## src/rtl/rf_wb_arbiter.sv

```systemverilog
// Writeback arbiter between a single-cycle requester (A) and a multi-cycle completion (B),
// with a pending-destination scoreboard and read-hazard stall. Define RF_WB_RR_EN for round-robin.
module rf_wb_arbiter (
  input  logic        clk,
  input  logic        rst,
  input  logic        a_valid,
  input  logic [4:0]  a_waddr,
  input  logic [31:0] a_wdata,
  output logic        a_ready,
  input  logic        b_valid,
  input  logic [4:0]  b_waddr,
  input  logic [31:0] b_wdata,
  output logic        b_ready,
  input  logic        iss_valid,
  input  logic [4:0]  iss_waddr,
  input  logic [4:0]  raddr1,
  input  logic [4:0]  raddr2,
  output logic        stall,
  output logic        RegWrite,
  output logic [4:0]  waddr,
  output logic [31:0] wdata,
  output logic [31:0] pending
);

  logic        regwrite_q, regwrite_d;
  logic [4:0]  waddr_q, waddr_d;
  logic [31:0] wdata_q, wdata_d;
  logic [31:0] pending_q, pending_d;
  logic        a_elig, b_elig;
  logic        grant_a, grant_b;

  // A must not overtake an outstanding B result to the same register.
  assign a_elig = a_valid && !((a_waddr != 5'd0) && pending_q[a_waddr]);
  assign b_elig = b_valid;

`ifdef RF_WB_RR_EN
  logic ptr_q, ptr_d;

  always_comb begin
    grant_a = a_elig && (!b_elig || !ptr_q);
    grant_b = b_elig && (!a_elig || ptr_q);
    ptr_d   = ptr_q;
    if (a_ready)      ptr_d = 1'b1;
    else if (b_ready) ptr_d = 1'b0;
  end

  always_ff @(posedge clk) begin
    if (!rst) ptr_q <= 1'b0;
    else      ptr_q <= ptr_d;
  end
`else
  always_comb begin
    grant_a = a_elig;
    grant_b = b_elig && !a_elig;
  end
`endif

  assign a_ready = rst && grant_a;
  assign b_ready = rst && grant_b;

  always_comb begin
    regwrite_d = 1'b0;
    waddr_d    = waddr_q;
    wdata_d    = wdata_q;
    if (a_ready) begin
      regwrite_d = (a_waddr != 5'd0);
      waddr_d    = a_waddr;
      wdata_d    = a_wdata;
    end else if (b_ready) begin
      regwrite_d = (b_waddr != 5'd0);
      waddr_d    = b_waddr;
      wdata_d    = b_wdata;
    end
  end

  // Set is applied after clear so a same-edge reissue keeps the bit.
  always_comb begin
    pending_d = pending_q;
    if (b_ready) pending_d[b_waddr] = 1'b0;
    if (iss_valid && (iss_waddr != 5'd0)) pending_d[iss_waddr] = 1'b1;
    pending_d[0] = 1'b0;
  end

  always_ff @(posedge clk) begin
    if (!rst) begin
      regwrite_q <= 1'b0;
      waddr_q    <= 5'd0;
      wdata_q    <= 32'd0;
      pending_q  <= 32'd0;
    end else begin
      regwrite_q <= regwrite_d;
      waddr_q    <= waddr_d;
      wdata_q    <= wdata_d;
      pending_q  <= pending_d;
    end
  end

  always_comb begin
    stall = 1'b0;
    if ((raddr1 != 5'd0) && (pending_q[raddr1] || (regwrite_q && (waddr_q == raddr1))))
      stall = 1'b1;
    if ((raddr2 != 5'd0) && (pending_q[raddr2] || (regwrite_q && (waddr_q == raddr2))))
      stall = 1'b1;
  end

  assign RegWrite = regwrite_q;
  assign waddr    = waddr_q;
  assign wdata    = wdata_q;
  assign pending  = pending_q;

endmodule
```

## config.mk

```make
export PLATFORM = sky130hd
export DESIGN_NAME = rf_wb_arbiter
export DESIGN_NICKNAME = d
export VERILOG_FILES = /design/src/rtl/rf_wb_arbiter.sv
export SDC_FILE = /design/constraint.sdc
export NUM_CORES = 1
export LEC_CHECK = 0
export ABC_CLOCK_PERIOD_IN_PS = 3300
export CAP_MARGIN = 20
export CORE_MARGIN = 3
export CORE_UTILIZATION = 46
export CTS_BUF_LIST = sky130_fd_sc_hd__clkbuf_4
export CTS_CLUSTER_DIAMETER = 80
export CTS_CLUSTER_SIZE = 25
export DETAILED_ROUTE_END_ITERATION = 16
export PLACE_DENSITY = 0.82
export SETUP_SLACK_MARGIN = 0.5
export SLEW_MARGIN = 20
export SYNTH_ARGS = -nofsm -noshare
export SYNTH_HDL_FRONTEND = slang
export SYNTH_SLANG_ARGS = --single-unit
```

## constraint.sdc

```tcl
create_clock -name clk -period 3.3 [get_ports clk]
set_input_delay 0.495 -clock clk [delete_from_list [all_inputs] [get_ports clk]]
set_output_delay 0.495 -clock clk [all_outputs]
set_load 0.01 [all_outputs]
```

==> Yosys cells after proc, flatten, opt, wreduce, memory -nomap -nowiden <==
Index checks and enable logic that the tools add are counted.
{ "word_totals": {"register_bits": 70, "latch_bits": 0, "ram_bits": 0, "rom_bits": 0, "out_inout_bits": 73, "wordCells": 59, "n_memories": 0} }
{ "classes": {"n_addsub": 0, "multipliers": 0, "div": 0, "order_cmp": 7, "eq_ne": 2, "shift": 0, "n_mux": 20, "bitwise_logic": 3, "n_reduce_logical": 22} }
{ "ops": {"columns": ["op", "n"], "rows": [
  ["2-to-1 mux 32 bit", 4],
  ["bitwise AND 32 bit", 1],
  ["inverter 32 bit", 1],
  ["bitwise OR 32 bit", 1],
  ["less-than comparator 5 x 6 -> 1 bit (second input constant)", 5],
  ["nonzero test 5 bit", 5],
  ["binary-select mux 1 bit (select 5 bit)", 3],
  ["logical AND 1 bit", 12],
  ["demux 1 bit (select 5 bit)", 2],
  ["== test 5 bit", 2],
  ["greater-or-equal comparator 5 x 1 -> 1 bit (second input constant)", 2],
  ["2-to-1 mux 5 bit", 2],
  ["2-to-1 mux 1 bit", 9],
  ["logical NOT 1 bit", 2],
  ["logical OR 1 bit", 2],
  ["nonzero test 2 bit", 1]
]} }

==> Longest topological paths before layout <==
{ "logic_depth": {"depth_word": 11, "ltp_mapped": 9, "mapped_depth_nobuf": 5} }

==> Least setup slack after synthesis <==
Ideal clock, no wire load.
{ "synth_path": {"path_kind": "input port to output port", "start": "in a_waddr[0]", "end": "out a_ready", "arrival_time_ns": 2.247, "required_ns": 2.805, "slack_ns": 0.558, "path_stages": 9, "n_path_buf": 4, "path_cell_list": "buf_2 -> mux4_2 -> o21ai_0 -> a2bb2oi_1 -> a21o_1 -> buf_4 -> buf_12 -> buf_12 -> and2_1"} }
{ "synth_between": {"elab_chain_len": 6, "word_cells_on_any_way": 7, "cone_classes": "mux (2); reduce/logical (5)"} }
{ "synth_rtl": {"columns": ["item", "line", "source"], "rows": [
  ["start, declared", "7", "input logic [4:0] a_waddr,"],
  ["binary-select mux 1 bit (select 5 bit)", "33", "assign a_elig = a_valid && !((a_waddr != 5'd0) && pending_q[a_waddr]);"],
  ["2-to-1 mux 1 bit (not written as such)", "33", null],
  ["logical AND 1 bit (*)", "33", null],
  ["logical NOT 1 bit (*)", "33", null],
  ["logical AND 1 bit (*)", "33", null],
  ["logical AND 1 bit (*)", "58", "assign a_ready = rst && grant_a;"],
  ["end, declared", "9", "output logic a_ready,"]
]} }
Every way passes the cells marked *; elsewhere a longest branch is shown, timed or not. The select of a mux whose other input is x is not followed.

==> Worst setup path after layout <==
{ "layout_path": {"start": "reg pending_q[22] (netlist: pending[22])", "end": "out b_ready"} }
{ "layout_between": {"elab_chain_len": 8} }
{ "layout_rtl": {"columns": ["item", "line", "source"], "rows": [
  ["start, declared", "28", "logic [31:0] pending_q, pending_d;"],
  ["start signal, assigned", "94", "pending_q <= pending_d;"],
  ["binary-select mux 1 bit (select 5 bit)", "33", null],
  ["2-to-1 mux 1 bit (not written as such)", "33", null],
  ["logical AND 1 bit", "33", null],
  ["logical NOT 1 bit", "33", null],
  ["logical AND 1 bit", "33", null],
  ["logical NOT 1 bit", "54", "grant_b = b_elig && !a_elig;"],
  ["logical AND 1 bit", "54", null],
  ["logical AND 1 bit", "59", "assign b_ready = rst && grant_b;"],
  ["end, declared", "13", "output logic b_ready,"]
]} }
Every way passes these cells. The select of a mux whose other input is x is not followed.

==> impl_results.rst <==
.. list-table::
   :header-rows: 1

   * - Metric
     - Value
   * - Clock root buffer
     - sky130_fd_sc_hd__clkbuf_4
   * - Drc violations
     - 0
   * - Net switching power
     - 697.0 uW
   * - Total routing resource utilization after global routing
     - 26.86%
   * - Proportion of netlist area held by the largest area contributor
     - 31.28%
   * - Horiz. Die Dim
     - 104.0 um
   * - Sequential Power Share
     - 42.2%
   * - Parity-gate share of the synthesized area counting xor and xnor cells
     - 1.984%
   * - Floorplan Core Area
     - 0.009284 mm^2
   * - Initial DRC count
     - 522
   * - RSZ-0062 raised after global routing
     - false
   * - Max capacitance violation total
     - 0
   * - # diodes
     - 0
   * - Number of synthesized flops with an enable pin
     - 0
   * - Critical-path cell with the highest stage delay
     - sky130_fd_sc_hd__mux4_2
   * - Category of the worst setup path capture point
     - primary output
   * - Crit path max-delay family
     - compound AO/OA/AOI/OAI gates
   * - Clock Path Buffers
     - 2
   * - Arr. time, crit path
     - 2.24 ns
   * - Status
     - finished, final reports clean
   * - Clock insertion delay at the later pin of the skew report
     - 0.41 ns
   * - DRT Pass-1 Iters
     - 5
   * - Post-synthesis mux area share
     - 29.92%
   * - Combinational family with the most area after synthesis
     - multiplexers
   * - Share of the yosys chip area belonging to registers
     - 31.28%
   * - Number of nets in the synthesized netlist
     - 573
   * - Commonest cells in the synthesized netlist
     - 96 x sky130_fd_sc_hd__nand2_1, 69 x sky130_fd_sc_hd__dfxtp_1, 42 x sky130_fd_sc_hd__mux2i_1
   * - Worst Path Required
     - 2.80 ns
   * - Worst Hold Slack
     - 0.4878 ns
   * - Critical Path, Cell by Cell
     - mux4_2, a22o_1, a211oi_4, a21oi_2, and3_1, buf_2
   * - Critical path's largest stage delay
     - 0.47 ns
   * - Total wirelength of the detailed-routed design
     - 15,480 um
   * - Quantity of I/O buffers inserted on ports
     - 165
   * - Average cell area after synthesis
     - 9.218 um^2
   * - Post-synth top flop
     - sky130_fd_sc_hd__dfxtp_1
   * - Mapped Cells
     - 479
   * - Cell area after synthesis
     - 0.004415 mm^2
   * - Via count of the first global-routing pass
     - 4,471
   * - Initial core utilization
     - 47.56%
   * - Synth cell types
     - 45
   * - TritonCTS sink count
     - 69
   * - Setup total negative slack
     - 0 ns
   * - Warnings, synthesis
     - 0
   * - Total Nets Final
     - 743
   * - Layout overhead on the synthesized area
     - 47.55%
   * - Global-route wire length before repair
     - 23,520 um
   * - Inserted Clock Buffers
     - 9
   * - Total placed cells including tap cells
     - 754
   * - Synthesized-area fraction occupied by adder cells
     - 0%
   * - Transition time at the pin with the least slew margin
     - 0.7939 ns
   * - Post-route ant nets
     - 0
   * - Cell type contributing the most total cell area after synthesis
     - sky130_fd_sc_hd__dfxtp_1
   * - Hold Path Class
     - primary input to flip-flop
   * - Total power density per cell area
     - 352.3 mW/mm^2
   * - Die area
     - 0.01081 mm^2
   * - Simple logic cell fraction of the synthesized area
     - 16.55%
   * - Fraction of the mapped netlist area in compound gates
     - 15.19%
   * - H-tree level count
     - 3
   * - IR drop worst, VDD
     - 0.2367 mV
   * - Wire per inst
     - 19.77 um
   * - Sort of element at the start of the critical path
     - flip-flop
   * - Number of failing setup endpoints in the final timing report
     - 0
   * - Path type of the worst setup path
     - flip-flop to primary output
   * - Internal power
     - 1598 uW
   * - Synth async-reset ratio
     - 0%
   * - Headroom to the max-slew limit
     - 46.96%
   * - Chip Height
     - 104.0 um
   * - Post-layout instance count excluding filler cells
     - 783
   * - Critical path peak fanout
     - 5
   * - Antenna violations before repair
     - 0
   * - Flip-flop and latch count after synthesis
     - 69
   * - Pin count of the biggest net entering global routing
     - 92
   * - Max-slew violation count
     - 0
   * - Clock tree from TritonCTS
     - done
   * - Routability cong.
     - 0.8753
   * - Overflow after GRT
     - 0
   * - Final min period
     - 2.731 ns
   * - Via density
     - 5.978
   * - Clk pin slew, worst setup/hold paths
     - 0.13 ns
   * - Cells taking the most area after synthesis
     - sky130_fd_sc_hd__dfxtp_1 31%, sky130_fd_sc_hd__mux2_2 10%, sky130_fd_sc_hd__mux4_2 10%
   * - Via count
     - 4,681
   * - Skew final
     - 0.01684 ns
   * - Layout cell share with drive strength beyond 1
     - 22.02%
   * - Part of the total power dissipated in the clock network
     - 28.3%
   * - Top-count cell post-synth
     - sky130_fd_sc_hd__nand2_1
   * - Count of buffer and inverter cells on the critical path
     - 1
   * - Hold buffer count at CTS
     - 0
   * - Number of standard-cell rows in the floorplan
     - 35
   * - Endpoints failing hold
     - 0
   * - Reported leakage power
     - 0.002466 uW
   * - I/O pin cnt
     - 167
   * - Fmax
     - 0.3662 GHz
   * - Detailed placement HPWL
     - 11,130 um
   * - Share of the clock period used by the worst path
     - 82.76%
   * - Switching share of power
     - 30.37%
   * - Portion of total power attributed to combinational logic
     - 29.5%
per-layer routing:
metal	vias up	global-route usage, %	part of all wire, %
li1	2116	-	-
met5	-	0	0
met3	43	5.276	8.2
met2	256	45.91	51
met4	0	8.832	2.6
met1	2266	34.04	38
cell usage in the layout (no fill, tap or decap), drive strengths merged, types with 3 or more instances in the layout:
cell,synthesis,final
a211oi,15,15
a21oi,20,20
a221oi,4,4
a22oi,12,12
a32oi,16,16
and2,5,5
and3,3,3
buf,12,41
clkbuf,28,9
clkdlybuf4s50,0,153
clkinv,0,3
dfxtp,69,69
dlygate4sd2,0,4
inv,3,4
mux2,40,40
mux2i,42,42
mux4,20,20
nand2,96,96
nand3,6,6
nand3b,8,8
nor2,7,7
nor2b,8,8
nor3,8,8
nor3b,3,3
o21ai,21,21
o311ai,3,3
or3b,4,4
or4,3,3
xnor2,6,6
xor2,4,4
worst min-delay path, stage by stage:
cell and delay (ns):
sky130_fd_sc_hd__buf_4 0.22, sky130_fd_sc_hd__nand2_1 0.09, sky130_fd_sc_hd__mux2i_1 0.05
worst paths after layout:
kind	from	slack, ns	cells after the start	to
max	pending[22]$_SDFF_PN0_	0.57	6	b_ready
min	rst	0.49	3	wdata[19]$_SDFFE_PN0P_
max reg2reg	pending[22]$_SDFF_PN0_	0.79	7	wdata[11]$_SDFFE_PN0P_
min reg2reg	pending[23]$_SDFF_PN0_	0.53	2	pending[23]$_SDFF_PN0_
through the flow:
step	cell area (um^2)	power [uW]	util [%]	worst slack [ns]
5_1_grt	6515	2388	70.18	0.4983
6_report	6515	2295	70.18	0.5689
3_3_place_gp	6208	1617	66.87	-0.2011
2_1_floorplan	4415	1297	-	0.5576
4_1_cts	6465	2282	69.64	0.4551
3_5_place_dp	6208	1638	66.87	-0.2405
flip-flops by register name (all words and copies together) (netlist names):
signal	flops
wdata	32
pending	31
waddr	5
RegWrite	1
repair_timing:
action,4_1_cts,5_1_grt
pin swaps,1,2
setup endpoints to repair,56,3
setup buffers,9,4
gates resized for setup,35,20
final cells by class:
type	instances	area (um^2)
Clock inverter	7	98.84
Fill cell	746	2769
Sequential cell	69	1411
Timing Repair Buffer	199	1907
Tap cell	129	161.4
Inverter	3	11.26
Clock buffer	9	67.56
Multi-Input combinational cell	367	2858
cells by family after synthesis:
group / after synthesis
flops: 69
mux: 102
simple gates: 156
buf+inv: 43
xor+xnor: 10
compound gates: 98
other cells: 1
power groups by stage:
stage	Sequential, uW	Clock [uW]	Combinational, uW
4_1_cts	965	654	664
6_report	969	649	678
2_1_floorplan	995	0	301
5_1_grt	977	691	721
3_3_place_gp	984	0	633
3_5_place_dp	988	0	650
Power figures use the tool's default switching activity.
